## config.mk

```make
export PLATFORM = sky130hd
export DESIGN_NAME = param_priority_arbiter_flat
export DESIGN_NICKNAME = d
export VERILOG_FILES = /design/src/rtl/arb_pkg.sv /design/src/rtl/param_priority_arbiter_if.sv /design/src/rtl/arb_pick.sv /design/src/rtl/param_priority_arbiter.sv /design/src/flat_wrapper.sv
export SDC_FILE = /design/constraint.sdc
export NUM_CORES = 1
export LEC_CHECK = 0
export BUFFER_PORTS_ARGS = -buffer_cell sky130_fd_sc_hd__buf_2
export CAP_MARGIN = 20
export CORE_MARGIN = 3
export CORE_UTILIZATION = 41
export DETAILED_ROUTE_END_ITERATION = 6
export HOLD_SLACK_MARGIN = 0.02
export PLACE_DENSITY = 0.67
export SLEW_MARGIN = 30
export SYNTH_ARGS = -nofsm -noshare
export SYNTH_HDL_FRONTEND = slang
export SYNTH_HIERARCHICAL = 1
export SYNTH_SLANG_ARGS = --single-unit
```

## constraint.sdc

```tcl
create_clock -name clk -period 2.7 [get_ports clk]
set_clock_uncertainty 0.2 [all_clocks]
set_input_delay 0.135 -clock clk [delete_from_list [all_inputs] [get_ports clk]]
set_output_delay 0.135 -clock clk [all_outputs]
set_load 0.03 [all_outputs]
```

## src/rtl/arb_pkg.sv

```systemverilog
// Shared types, constants and the id-width helper for the parameterised priority arbiter.
package arb_pkg;

   localparam logic ARB_MODE_FIXED = 1'b0;
   localparam logic ARB_MODE_RR    = 1'b1;
   localparam int   ARB_MAX_N      = 32;

   typedef enum logic {
      ST_IDLE = 1'b0,
      ST_BUSY = 1'b1
   } arb_state_t;

   // A two-requester arbiter still needs one id bit, so the width never drops to zero
   function automatic int arb_id_width(input int n);
      return (n <= 2) ? 1 : $clog2(n);
   endfunction

endpackage

```

## src/rtl/param_priority_arbiter_if.sv

```systemverilog
// Request/grant bundle between requesters (master) and the arbiter (slave).
interface param_priority_arbiter_if
   import arb_pkg::*;
#(
   parameter int N = 4
) ();

   localparam int IDW = arb_id_width(N);

   logic [N-1:0]   req;
   logic           rr_mode;
   logic [N-1:0]   gnt;
   logic           gnt_valid;
   logic [IDW-1:0] gnt_id;
   logic           hold_expired;

   modport master (
      output req,
      output rr_mode,
      input  gnt,
      input  gnt_valid,
      input  gnt_id,
      input  hold_expired
   );

   modport slave (
      input  req,
      input  rr_mode,
      output gnt,
      output gnt_valid,
      output gnt_id,
      output hold_expired
   );

endinterface

```

## src/rtl/arb_pick.sv

```systemverilog
// Combinational masked picker: highest index in fixed mode, first set bit from start (with wrap) in RR mode.
module arb_pick
   import arb_pkg::*;
#(
   parameter int N   = 4,
   parameter int IDW = arb_id_width(N)
) (
   input  logic [N-1:0]   req,
   input  logic [N-1:0]   mask,
   input  logic [IDW-1:0] start,
   input  logic           mode,
   output logic [N-1:0]   win,
   output logic           any_valid
);

   logic [N-1:0]   masked;
   logic [IDW-1:0] fix_idx;
   logic [IDW-1:0] rr_idx;
   logic [IDW-1:0] sel;
   logic           found;
   int             j;

   always_comb begin
      masked    = req & mask;
      any_valid = |masked;

      fix_idx = '0;
      for (int i = 0; i < N; i++) begin
         if (masked[i]) fix_idx = IDW'(i);
      end

      // Walk N positions starting at the pointer; the first hit is the RR winner
      rr_idx = '0;
      found  = 1'b0;
      j      = 0;
      for (int k = 0; k < N; k++) begin
         j = int'(start) + k;
         if (j >= N) j = j - N;
         if (!found && masked[j]) begin
            rr_idx = IDW'(j);
            found  = 1'b1;
         end
      end

      sel = (mode == ARB_MODE_RR) ? rr_idx : fix_idx;
      win = '0;
      if (any_valid) win[sel] = 1'b1;
   end

endmodule

```

## src/rtl/param_priority_arbiter.sv

```systemverilog
// N-requester locking arbiter with registered one-hot grant and fixed/RR mode.
// Optional hold limit with forced revocation is enabled by defining ARB_HOLD_LIMIT_EN.
module param_priority_arbiter
   import arb_pkg::*;
#(
   parameter int N        = 4,
   parameter int MAX_HOLD = 16
) (
   input  logic                    clk,
   input  logic                    reset,
   param_priority_arbiter_if.slave bus
);

   localparam int IDW = arb_id_width(N);

   if (N < 2 || N > ARB_MAX_N || MAX_HOLD < 2 || MAX_HOLD > 255) begin : g_bad_param
      $error("param_priority_arbiter: N or MAX_HOLD out of legal range");
   end

   arb_state_t     state;
   arb_state_t     state_nxt;
   logic [N-1:0]   gnt_q;
   logic [N-1:0]   gnt_nxt;
   logic [IDW-1:0] gnt_id_q;
   logic [IDW-1:0] gnt_id_nxt;
   logic           gnt_valid_q;
   logic           gnt_valid_nxt;
   logic [IDW-1:0] ptr;
   logic [IDW-1:0] ptr_nxt;

   logic [N-1:0]   win;
   logic [IDW-1:0] win_id;
   logic           any_valid;
   logic [N-1:0]   mask;
   logic           owner_req;
   logic           hold_hit;
   logic           arb_edge;

   assign owner_req = bus.req[gnt_id_q];

`ifdef ARB_HOLD_LIMIT_EN
   logic [7:0] hold_cnt;
   logic [7:0] hold_cnt_nxt;
   logic       hold_expired_q;
   logic       hold_expired_nxt;

   assign hold_hit         = (state == ST_BUSY) && owner_req && (hold_cnt == 8'(MAX_HOLD));
   assign bus.hold_expired = hold_expired_q;
`else
   assign hold_hit         = 1'b0;
   assign bus.hold_expired = 1'b0;
`endif

   // A hold-limit edge re-arbitrates with the current owner excluded
   assign arb_edge = (state == ST_IDLE) || !owner_req || hold_hit;
   assign mask     = hold_hit ? ~gnt_q : '1;

   arb_pick #(
      .N   (N),
      .IDW (IDW)
   ) u_pick (
      .req       (bus.req),
      .mask      (mask),
      .start     (ptr),
      .mode      (bus.rr_mode),
      .win       (win),
      .any_valid (any_valid)
   );

   always_comb begin
      win_id = '0;
      for (int i = 0; i < N; i++) begin
         if (win[i]) win_id = IDW'(i);
      end
   end

   always_ff @(posedge clk) begin
      if (reset) begin
         state       <= ST_IDLE;
         gnt_q       <= '0;
         gnt_id_q    <= '0;
         gnt_valid_q <= 1'b0;
         ptr         <= '0;
      end else begin
         state       <= state_nxt;
         gnt_q       <= gnt_nxt;
         gnt_id_q    <= gnt_id_nxt;
         gnt_valid_q <= gnt_valid_nxt;
         ptr         <= ptr_nxt;
      end
   end

   always_comb begin
      state_nxt = state;
      if (arb_edge) state_nxt = (any_valid || hold_hit) ? ST_BUSY : ST_IDLE;
   end

   // A hold-limit edge with no competitor keeps the owner as-is
   always_comb begin
      gnt_nxt       = gnt_q;
      gnt_id_nxt    = gnt_id_q;
      gnt_valid_nxt = gnt_valid_q;
      ptr_nxt       = ptr;
      if (arb_edge && any_valid) begin
         gnt_nxt       = win;
         gnt_id_nxt    = win_id;
         gnt_valid_nxt = 1'b1;
         ptr_nxt       = (win_id == IDW'(N - 1)) ? '0 : win_id + IDW'(1);
      end else if (arb_edge && !hold_hit) begin
         gnt_nxt       = '0;
         gnt_valid_nxt = 1'b0;
      end
   end

`ifdef ARB_HOLD_LIMIT_EN
   always_comb begin
      hold_cnt_nxt     = hold_cnt;
      hold_expired_nxt = 1'b0;
      if (arb_edge && (any_valid || hold_hit)) begin
         hold_cnt_nxt     = 8'd1;
         hold_expired_nxt = hold_hit && any_valid;
      end else if (state == ST_BUSY) begin
         hold_cnt_nxt = hold_cnt + 8'd1;
      end
   end

   always_ff @(posedge clk) begin
      if (reset) begin
         hold_cnt       <= '0;
         hold_expired_q <= 1'b0;
      end else begin
         hold_cnt       <= hold_cnt_nxt;
         hold_expired_q <= hold_expired_nxt;
      end
   end
`endif

   assign bus.gnt       = gnt_q;
   assign bus.gnt_id    = gnt_id_q;
   assign bus.gnt_valid = gnt_valid_q;

endmodule

```

## src/flat_wrapper.sv

```systemverilog
// flat-port wrapper written by rule: the top's interface ports become plain ports
module param_priority_arbiter_flat import arb_pkg::*;
#(
   parameter int N        = 4,
   parameter int MAX_HOLD = 16
)
  (clk, reset, bus_req, bus_rr_mode, bus_gnt, bus_gnt_valid, bus_gnt_id, bus_hold_expired);
  param_priority_arbiter_if #(.N(N)) bus_i ();
  input  logic clk;
  input  logic reset;
  input wire logic [$bits(bus_i.req)-1:0] bus_req;
  input wire logic [$bits(bus_i.rr_mode)-1:0] bus_rr_mode;
  output wire logic [$bits(bus_i.gnt)-1:0] bus_gnt;
  output wire logic [$bits(bus_i.gnt_valid)-1:0] bus_gnt_valid;
  output wire logic [$bits(bus_i.gnt_id)-1:0] bus_gnt_id;
  output wire logic [$bits(bus_i.hold_expired)-1:0] bus_hold_expired;
  assign bus_i.req = bus_req;
  assign bus_i.rr_mode = bus_rr_mode;
  assign bus_gnt = bus_i.gnt;
  assign bus_gnt_valid = bus_i.gnt_valid;
  assign bus_gnt_id = bus_i.gnt_id;
  assign bus_hold_expired = bus_i.hold_expired;
  param_priority_arbiter #(.N(N), .MAX_HOLD(MAX_HOLD)) u_core (.clk(clk), .reset(reset), .bus(bus_i));
endmodule
```

### Word level (Yosys, flattened, before mapping)

Cells that the tools add are included.

| storage, ports and cells | value |
|---|---|
| register bits | 10 |
| latch bits | 0 |
| memory bits (writable) | 0 |
| ROM bits | 0 |
| input bits | 7 |
| output and inout port bits | 8 |
| logic and storage cells | 79 |
| memories kept | 0 |

| operators by class | value |
|---|---|
| add/subtract/negate cells | 8 |
| $mul | 0 |
| div/mod/pow operators | 0 |
| order comparisons | 11 |
| equality and inequality tests | 1 |
| shift operators | 0 |
| mux-type cells | 41 |
| bitwise logic cells | 1 |
| reduce and logical (&&, ||, !) cells | 12 |

Operators with widths:

| operator | count |
|---|---|
| $lt 32x4->1 const B | 4 |
| $mux 32 | 4 |
| $mux 2 | 10 |
| $mux 1 | 18 |
| $mux 4 | 3 |
| $sub 3x3->4 const B | 3 |
| $bmux 1 s2 | 5 |
| $ge 3x3->1 const B | 3 |
| $add 2x2->3 const B | 2 |
| $lt 2x3->1 const B | 2 |
| $logic_and 1x1->1 | 5 |
| $logic_not 1->1 | 4 |
| $reduce_or 4->1 | 1 |
| $sub 2x3->4 const B | 1 |
| $add 2x1->3 const B | 1 |
| $ge 2x3->1 const B | 1 |
| $add 2x1->2 const B | 1 |
| $demux 1 s2 | 1 |
| $eq 2x2->1 const B | 1 |
| $ge 2x1->1 const B | 1 |
| $reduce_bool 2->1 | 1 |
| $logic_or 1x1->1 | 1 |
| $not 1->1 | 1 |

### Depth between registers and ports, before layout

Gate-level depths: netlist of the first run.

| depth | value |
|---|---|
| depth after elaboration | 26 |
| gate-level depth with buffers | 9 |
| gate-level depth less buffers | 9 |

### Cells and area by module

The synthesis of the first run kept the hierarchy.

By module, submodules not included:

| module | instances | cells an instance | area each (µm²) | sequential area each (µm²) |
|---|---|---|---|---|
| param_priority_arbiter | 1 | 53 | 454.2 | 200.2 |
| arb_pick | 1 | 29 | 198.9 | 0.0 |

### Worst setup path before layout of the first run

OpenSTA, ideal clock, no wires.

| timing path | value |
|---|---|
| path kind | register to register |
| start point | register u_core.ptr[1] |
| end point | register u_core.ptr[0] |
| library setup time | 0.071 ns |
| arrival | 2.003 ns |
| required time | 2.429 ns |
| slack | 0.427 ns |
| cell stages (with the launch flop) | 9 |
| buffers on the path | 0 |
| period minus slack after synthesis | 2.273 ns |
| path through | dfxtp_1 > nand3b_1 > a21oi_1 > o32a_1 > and3_1 > or2_2 > ha_1 > or3_1 > a21oi_1 |

| on the way | value |
|---|---|
| elaborated cells on any way between the ends | 53 |
| those cells by class | add/sub: 8; order compare: 6; eq/ne: 1; mux: 31; reduce/logical: 7 |

RTL lines:

| item | RTL line | text |
|---|---|---|
| start: declaration | param_priority_arbiter.sv:28 | `logic [IDW-1:0] ptr;` |
| start signal: assignment | param_priority_arbiter.sv:89 | `ptr <= ptr_nxt;` |
| branches (longest 14 deep; another with $sub 3x3->4) | -- |  |
| $mux 2 (*) | arb_pick.sv:39 | `if (!found && masked[j]) begin` |
| $mux 2 (*) | arb_pick.sv:45 | `sel = (mode == ARB_MODE_RR) ? rr_idx : fix_idx;` |
| $lt 2x3->1 (not written as such) / $ge 2x1->1 (equally long branches) | arb_pick.sv:47 | `if (any_valid) win[sel] = 1'b1;` |
| $logic_and 1x1->1 (not written as such) | arb_pick.sv:47 |  |
| $mux 1 (not written as such) | arb_pick.sv:47 |  |
| $demux 1 s2 (*) | arb_pick.sv:47 |  |
| $mux 4 (*) | arb_pick.sv:47 |  |
| named net u_core.win[2] | param_priority_arbiter.sv:31 | `logic [N-1:0] win;` |
| $mux 2 (*) (2 in series) | param_priority_arbiter.sv:73 | `if (win[i]) win_id = IDW'(i);` |
| named net u_core.win_id[1] | param_priority_arbiter.sv:32 | `logic [IDW-1:0] win_id;` |
| $eq 2x2->1 (*) | param_priority_arbiter.sv:108 | `ptr_nxt = (win_id == IDW'(N - 1)) ? '0 : win_id + IDW'(1);` |
| $mux 2 (*) | param_priority_arbiter.sv:108 |  |

Mark *: on every way through the listed nets, which the timed path passes. The select of a mux whose other input is x is not followed.
A chain may end at the register's enable or synchronous reset.

### Worst setup path after layout of the first run

Same ends and word-level chain as after synthesis.

==> results of run 1 <==
==> layer usage <==
metal  global-route usage [%]  vias up  share of wire, %
met5                        0        -                 0
met2                     22.8       20                44
li1                         -      345                 -
met3                     7.11        0               7.3
met4                     1.70        0                 0
met1                     22.8      288                49
==> worst min-delay path, cell delays in order <==
cell and delay [ns]:
sky130_fd_sc_hd__buf_2 0.11, sky130_fd_sc_hd__a221o_2 0.24, sky130_fd_sc_hd__nor2_1 0.07, sky130_fd_sc_hd__nor2_1 0.07
==> through the flow <==
stage                     utilization, %  power, W  worst slack, ns
after floorplan                        -  0.000285            0.427
after global placement              55.6  0.000316            0.328
after detailed placement            55.6  0.000317            0.271
after CTS                           58.9  0.000452            0.261
after global routing                58.9  0.000485           0.0159
final                               58.9  0.000447            0.240
==> cells in the final DEF (no fill, tap or decap), types with 3 or more instances in the layout <==
cell type,Yosys,final
sky130_fd_sc_hd__or2_2,5,5
sky130_fd_sc_hd__dfxtp_1,10,10
sky130_fd_sc_hd__nor2_1,5,5
sky130_fd_sc_hd__nand2_1,14,14
sky130_fd_sc_hd__buf_2,0,13
sky130_fd_sc_hd__clkbuf_4,0,3
sky130_fd_sc_hd__inv_1,3,3
sky130_fd_sc_hd__mux2i_1,5,5
sky130_fd_sc_hd__a21oi_1,9,9
sky130_fd_sc_hd__conb_1,2,16
==> area by class of cell <==
| type | count | share of cell area, % |
|---|---|---|
| Tap cell | 15 | 2.28 |
| Timing Repair Buffer | 14 | 9.10 |
| Clock buffer | 4 | 4.40 |
| Inverter | 3 | 1.37 |
| Sequential cell | 10 | 24.3 |
| Multi-Input combinational cell | 81 | 58.6 |
==> sequential cells by signal, indices dropped and copies added, names as in the netlist <==
name	flops
u_core/bus.gnt	4
u_core/bus.gnt_id	2
u_core/ptr	2
u_core/bus.gnt_valid	1
u_core/state	1
==> worst min-delay path by stage <==
stage                 startpoint                    to  slack (ns)
3_5_place_dp   u_core/bus.gnt[2]     u_core/bus.gnt[2]        0.24
3_3_place_gp   u_core/bus.gnt[2]     u_core/bus.gnt[2]        0.24
6_report              bus_req[1]          u_core/state        0.20
5_1_grt               bus_req[1]          u_core/state        0.25
2_1_floorplan              reset  u_core/bus.gnt_id[0]        0.24
4_1_cts               bus_req[1]          u_core/state        0.19
==> timing repair <==
action,in CTS,in global routing
hold buffers,1,0
setup endpoints to repair,0,0
endpoints found under the hold margin,10,0
==> cells by family (layout without fill, tap and decap cells) <==
family | Yosys count | after routing | synth area share, %
other | 2 | 16 | 1.15
AOI/OAI and AO/OA | 22 | 22 | 26.6
muxes | 5 | 5 | 7.66
buffers and inverters | 5 | 21 | 3.45
adders and majority gates | 1 | 1 | 1.92
and+or+nand+nor | 37 | 37 | 28.5
DFF | 10 | 10 | 30.7
==> where the power goes <==
group | leakage [nW] | internal [W] | switching [W] | total [W]
Combinational | 0.280 | 0.0000583 | 0.0000829 | 0.000141
Sequential | 0.0822 | 0.000163 | 0.0000129 | 0.000176
Clock | 0.0210 | 0.0000817 | 0.0000485 | 0.000130
==> reports/qor.txt, run 1 <==
Start-to-end type of the worst setup path: reg2reg
Synth-to-Final Area Change: 26.2%
Number of clock buffers inserted by TritonCTS: 3
Post-synthesis instance area: 653 um^2
Run status: finished, final reports clean
Number of flops mapped to enable cells by yosys: 0
Remaining antenna violation count: 0
Reg2reg start: u_core/ptr[1]
Worst Reg2Reg Path Length in Cells: 8
Cell with the most instances after synthesis: sky130_fd_sc_hd__nand2_1
Worst hold path cell count: 4
H-tree levels: 1
Yosys Warn Count: 6
Num ports: 15
Critical path's slowest cell: sky130_fd_sc_hd__dfxtp_1
Yosys cell types: 31
Share of the cycle needed by the critical path after routing: 91.1%
Area fraction of the dominant cell type after synthesis: 30.7%
Largest voltage drop on the vdd net: 0.390 mV
Drt initial violations: 12
Number of logic stages on the critical path including buffering: 8
Antenna violations before repair: 0
Clock transition at the register clock pins on the worst setup and hold paths after CTS: 0.07 ns
Worst hold slack after final layout: 0.203 ns
Crit path cell chain: nand3_1 -> o32ai_1 -> nor3_1 -> and3_1 -> or2_2 -> ha_1 -> or3_1 -> a21oi_1
Leading cell types by total area after synthesis: sky130_fd_sc_hd__dfxtp_1, sky130_fd_sc_hd__nand2_1, sky130_fd_sc_hd__mux2i_1, sky130_fd_sc_hd__a21oi_1, sky130_fd_sc_hd__or2_2
Final-report setup violation count: 0
Number of vias after detailed routing: 653
Overall die width: 45.9 um
Power density over the cells: 542 mW/mm^2
Worst setup path endpoint: u_core/ptr[0]
Placed instance area: 778 um^2
Weighted congestion at the end of routability-driven global placement: 0.839
Max Clk Rate: 407 MHz
Leakage power figure: 0.383 nW
Placeable core area: 0.00140 mm^2
Number of global-route vias before repair: 561
Proportion of layout cells with a drive suffix above 1: 24.1%
Post-cts gate resize count: 0
# fillers: 135
Height of the chip: 45.9 um
Max_cap viols: 0
Reg-to-reg critical path endpoint: u_core/ptr[0]
Largest area contributor in the netlist: sky130_fd_sc_hd__dfxtp_1
Total global routing overflow: 0
Setup TNS: 0 ns
Port-buffer cells: 13
Final HPWL from detailed placement: 1.06 mm
Clock tree from TritonCTS: done
CP startpoint kind: register
Clock latency on the worst-skew pair: 0.26 ns
Row count: 13
Crit path from: u_core/ptr[1]
Endpoint type of the worst setup path: register
Buf/Inv on CP: 0
Seq/Total Area, Yosys: 30.7%
Arrival time of data at the critical path endpoint: 2.46 ns
Proportion of synthesized flip-flops having asynchronous set or reset: 0%
Average cell area after synthesis: 7.96 um^2
Global-route usage over all layers: 16.0%
FF+latch count, synth: 10
Avg WL per Cell: 10.9 um
Worst Path Required: 2.70 ns
RSZ-0062 raised after global routing: false
Minimum setup slack among reg-to-reg paths: 0.24 ns
Final WL: 1.38 mm
Largest stage delay, worst path: 0.41 ns
Wire length of the first global-routing pass: 2.48 mm
Top fanout value on the critical path: 7
Average via count per standard cell: 5.14
Placed cells: 122
Clock Root Buffer: sky130_fd_sc_hd__clkbuf_4
Layout Cell Area excl Fill: 825 um^2
Non-Filler Instances: 127
Type of the tightest min-delay check: in2reg
Final-report max-slew violation count: 0
FF+latch area: 200 um^2
Minimum period implied by the final worst setup slack: 2.46 ns
Clk buf depth: 2
Detailed-routing iteration count for the pre-antenna-repair pass: 4
Final Hold Fails: 0
Gate Count Post-Synth: 82
Clk sink count: 10
# Post-CTS Setup Buffers: 0
Final #Nets: 121
Starting utilization of the core area: 46.7%
Area enclosed by the die boundary: 0.00211 mm^2
Top cell family by delay on the critical path: simple AND/OR/NAND/NOR gates
Most numerous cell types in the synthesized netlist: sky130_fd_sc_hd__nand2_1, sky130_fd_sc_hd__dfxtp_1, sky130_fd_sc_hd__a21oi_1
Post-synth top flop: sky130_fd_sc_hd__dfxtp_1
Post-route DRC: 0
Largest net degree at the start of global routing: 11
Area taken by multi-input logic gates: 483 um^2
Final antenna diode count: 0
Note: power is estimated with default switching activity, not from simulation.
==> run 2: changes to the inputs <==
--- a/config.mk
+++ b/config.mk
@@ -5,7 +5,7 @@
 export SDC_FILE = /design/constraint.sdc
 export NUM_CORES = 1
 export LEC_CHECK = 0
-export BUFFER_PORTS_ARGS = -buffer_cell sky130_fd_sc_hd__buf_2
+export BUFFER_PORTS_ARGS = -buffer_cell sky130_fd_sc_hd__buf_4
 export CAP_MARGIN = 20
 export CORE_MARGIN = 3
 export CORE_UTILIZATION = 41
==> run 2 against run 1 <==
Compared with the run above: count of clock-buffer cells in the layout did not move; maximum frequency rose by 2.2%; register-to-register slack improved by 0.05 ns; first-iteration DRC count rose by 25%; global-route usage fell by 1.1 points; worst hold slack got worse by 0.034 ns; clock power rose by 3%; routed wire length fell by 0.72%; combinational power rose by 4%; critical endpoint unchanged; largest cell class unchanged.
==> reports/qor.txt, run 2 (synthesis gave the netlist of run 1 again) <==
Clock transition at the register clock pins on the worst setup and hold paths after CTS: 0.07 ns (about the same)
Final HPWL from detailed placement: 1.06 mm (-0.17%)
Clock Root Buffer: sky130_fd_sc_hd__clkbuf_4
Reg2reg start: u_core/ptr[1]
RSZ-0062 raised after global routing: false
Share of the cycle needed by the critical path after routing: 89.2% (-1.9 points)
Crit path cell chain: nand3_1 -> o32ai_1 -> nor3_1 -> and3_1 -> or2_2 -> ha_1 -> or3_1 -> a21oi_1
Avg WL per Cell: 10.8 um (-0.72%)
Number of vias after detailed routing: 652 (-0.15%)
Clk sink count: 10 (unchanged)
Drt initial violations: 15 (+3)
Minimum period implied by the final worst setup slack: 2.41 ns (-0.0520 ns)
Arrival time of data at the critical path endpoint: 2.41 ns (-0.05 ns)
Global-route usage over all layers: 14.9% (-1.1 points)
Number of clock buffers inserted by TritonCTS: 3 (unchanged)
Reg-to-reg critical path endpoint: u_core/ptr[0]
Num ports: 15 (unchanged)
Row count: 13 (unchanged)
Crit path from: u_core/ptr[1]
Remaining antenna violation count: 0 (unchanged)
Leading cell types in the layout, fill and taps excluded: sky130_fd_sc_hd__conb_1, sky130_fd_sc_hd__nand2_1, sky130_fd_sc_hd__buf_4
Final WL: 1.37 mm (-0.72%)
Final-report setup violation count: 0 (unchanged)
Post-route DRC: 0 (unchanged)
Max Clk Rate: 415 MHz (+2.2%)
Type of the tightest min-delay check: in2reg
# fillers: 138 (+2.2%)
Worst setup path endpoint: u_core/ptr[0]
Wire length of the first global-routing pass: 2.28 mm (-8.1%)
Total global routing overflow: 0 (unchanged)
Endpoint type of the worst setup path: register
Start-to-end type of the worst setup path: reg2reg
Worst Path Required: 2.70 ns (about the same)
Placeable core area: 0.00140 mm^2 (unchanged)
Largest net degree at the start of global routing: 11 (unchanged)
Final antenna diode count: 0 (unchanged)
Detailed-routing iteration count for the pre-antenna-repair pass: 4 (unchanged)
Area enclosed by the die boundary: 0.00211 mm^2 (unchanged)
Total power consumption of the routed design: 0.000457 W (+2.3%)
Height of the chip: 45.9 um (unchanged)
Power density over the cells: 534 mW/mm^2 (-1.6%)
Weighted congestion at the end of routability-driven global placement: 0.844 (+0.62%)
Top cell family by delay on the critical path: simple AND/OR/NAND/NOR gates
Max_cap viols: 0 (unchanged)
Overall die width: 45.9 um (unchanged)
Layout Cell Area excl Fill: 857 um^2 (+3.9%)
Leakage power figure: 0.389 nW (+1.5%)
Setup TNS: 0 ns (unchanged)
Final Hold Fails: 0 (unchanged)
Port-buffer cells: 13 (unchanged)
Final-report max-slew violation count: 0 (unchanged)
Minimum setup slack among reg-to-reg paths: 0.29 ns (+0.05 ns)
Critical path's slowest cell: sky130_fd_sc_hd__dfxtp_1
Setup WS post-layout: 0.292 ns (+0.0520 ns)
Commonest non-fill, non-tap cell in the layout: sky130_fd_sc_hd__conb_1
Synth-to-Final Area Change: 31.2%
Post-Place Setup Slack: 0.302 ns (+0.0307 ns)
Number of logic stages on the critical path including buffering: 8 (unchanged)
Top fanout value on the critical path: 7 (unchanged)
H-tree levels: 1 (unchanged)
Clock latency on the worst-skew pair: 0.27 ns (about the same)
Clk buf depth: 2 (unchanged)
Largest voltage drop on the vdd net: 0.488 mV (+25%)
Max reg flops: 4 (unchanged)
Placed cells: 122 (unchanged)
Proportion of layout cells with a drive suffix above 1: 24.1% (unchanged)
Run status: finished, final reports clean
Number of global-route vias before repair: 564 (+0.53%)
Starting utilization of the core area: 46.7% (unchanged)
Worst Reg2Reg Path Length in Cells: 8 (unchanged)
Average via count per standard cell: 5.13 (-0.15%)
Clock tree from TritonCTS: done
Non-Filler Instances: 127 (unchanged)
Final #Nets: 121 (unchanged)
Placed instance area: 811 um^2 (+4.2%)
Antenna violations before repair: 0 (unchanged)
Buf/Inv on CP: 0 (unchanged)
Largest stage delay, worst path: 0.40 ns (about the same)
CP startpoint kind: register
Post-cts gate resize count: 0 (unchanged)
==> run 2: worst min path at each step <==
stage	end	slack, ns	start	cells past startpoint
6_report	u_core/state	0.17	bus_req[1]	4
5_1_grt	u_core/state	0.22	bus_req[1]	4
4_1_cts	u_core/state	0.16	bus_req[1]	4
3_5_place_dp	u_core/bus.gnt[2]	0.19	reset	2
3_3_place_gp	u_core/ptr[0]	0.18	reset	2
2_1_floorplan	u_core/bus.gnt_id[0]	0.24	reset	2
==> run 2: timing repair <==
item,in CTS,in global routing
buffers inserted,0,0
endpoints found under the hold margin,10,0
hold buffers,1,0
==> run 2: layer usage <==
metal / routed length [um] / GRT usage (%) / vias to the layer above
met3: 102 / 7.51 / 0
met4: 0 / 1.70 / 0
met2: 614 / 22.0 / 18
li1: - / - / 341
met5: 0 / 0 / -
met1: 653 / 20.1 / 293
==> run 2: power by group <==
| part | leakage [nW] | switching, W | internal, W |
|---|---|---|---|
| registers | 0.0822 | 0.0000130 | 0.000163 |
| logic | 0.286 | 0.0000815 | 0.0000659 |
| clock network | 0.0210 | 0.0000524 | 0.0000819 |
| total | 0.389 | 0.000147 | 0.000311 |
==> run 2: worst register-to-register path: stages (launching register included) <==
cell and delay (ns):
sky130_fd_sc_hd__dfxtp_1 0.40, sky130_fd_sc_hd__nand3_1 0.13, sky130_fd_sc_hd__o32ai_1 0.32, sky130_fd_sc_hd__nor3_1 0.12, sky130_fd_sc_hd__and3_1 0.22, sky130_fd_sc_hd__or2_2 0.29
sky130_fd_sc_hd__ha_1 0.19, sky130_fd_sc_hd__or3_1 0.35, sky130_fd_sc_hd__a21oi_1 0.13
==> run 2: stage by stage <==
| stage | hold WS (ns) | utilization [%] |
|---|---|---|
| finish | 0.169 | 61.3 |
| global route | 0.221 | 61.3 |
| CTS | 0.165 | 61.3 |
| detailed placement | 0.188 | 58.0 |
| global placement | 0.183 | 58.0 |
| floorplan | 0.241 | - |
==> run 2: cell type report <==
type                            instances  area [um^2]  area share (%)
Sequential cell                        10          200            23.4
Clock buffer                            4         36.3            4.23
Inverter                                3         11.3            1.31
Multi-Input combinational cell         81          483            56.4
Timing Repair Buffer                   14          108            12.6
Tap cell                               15         18.8            2.19
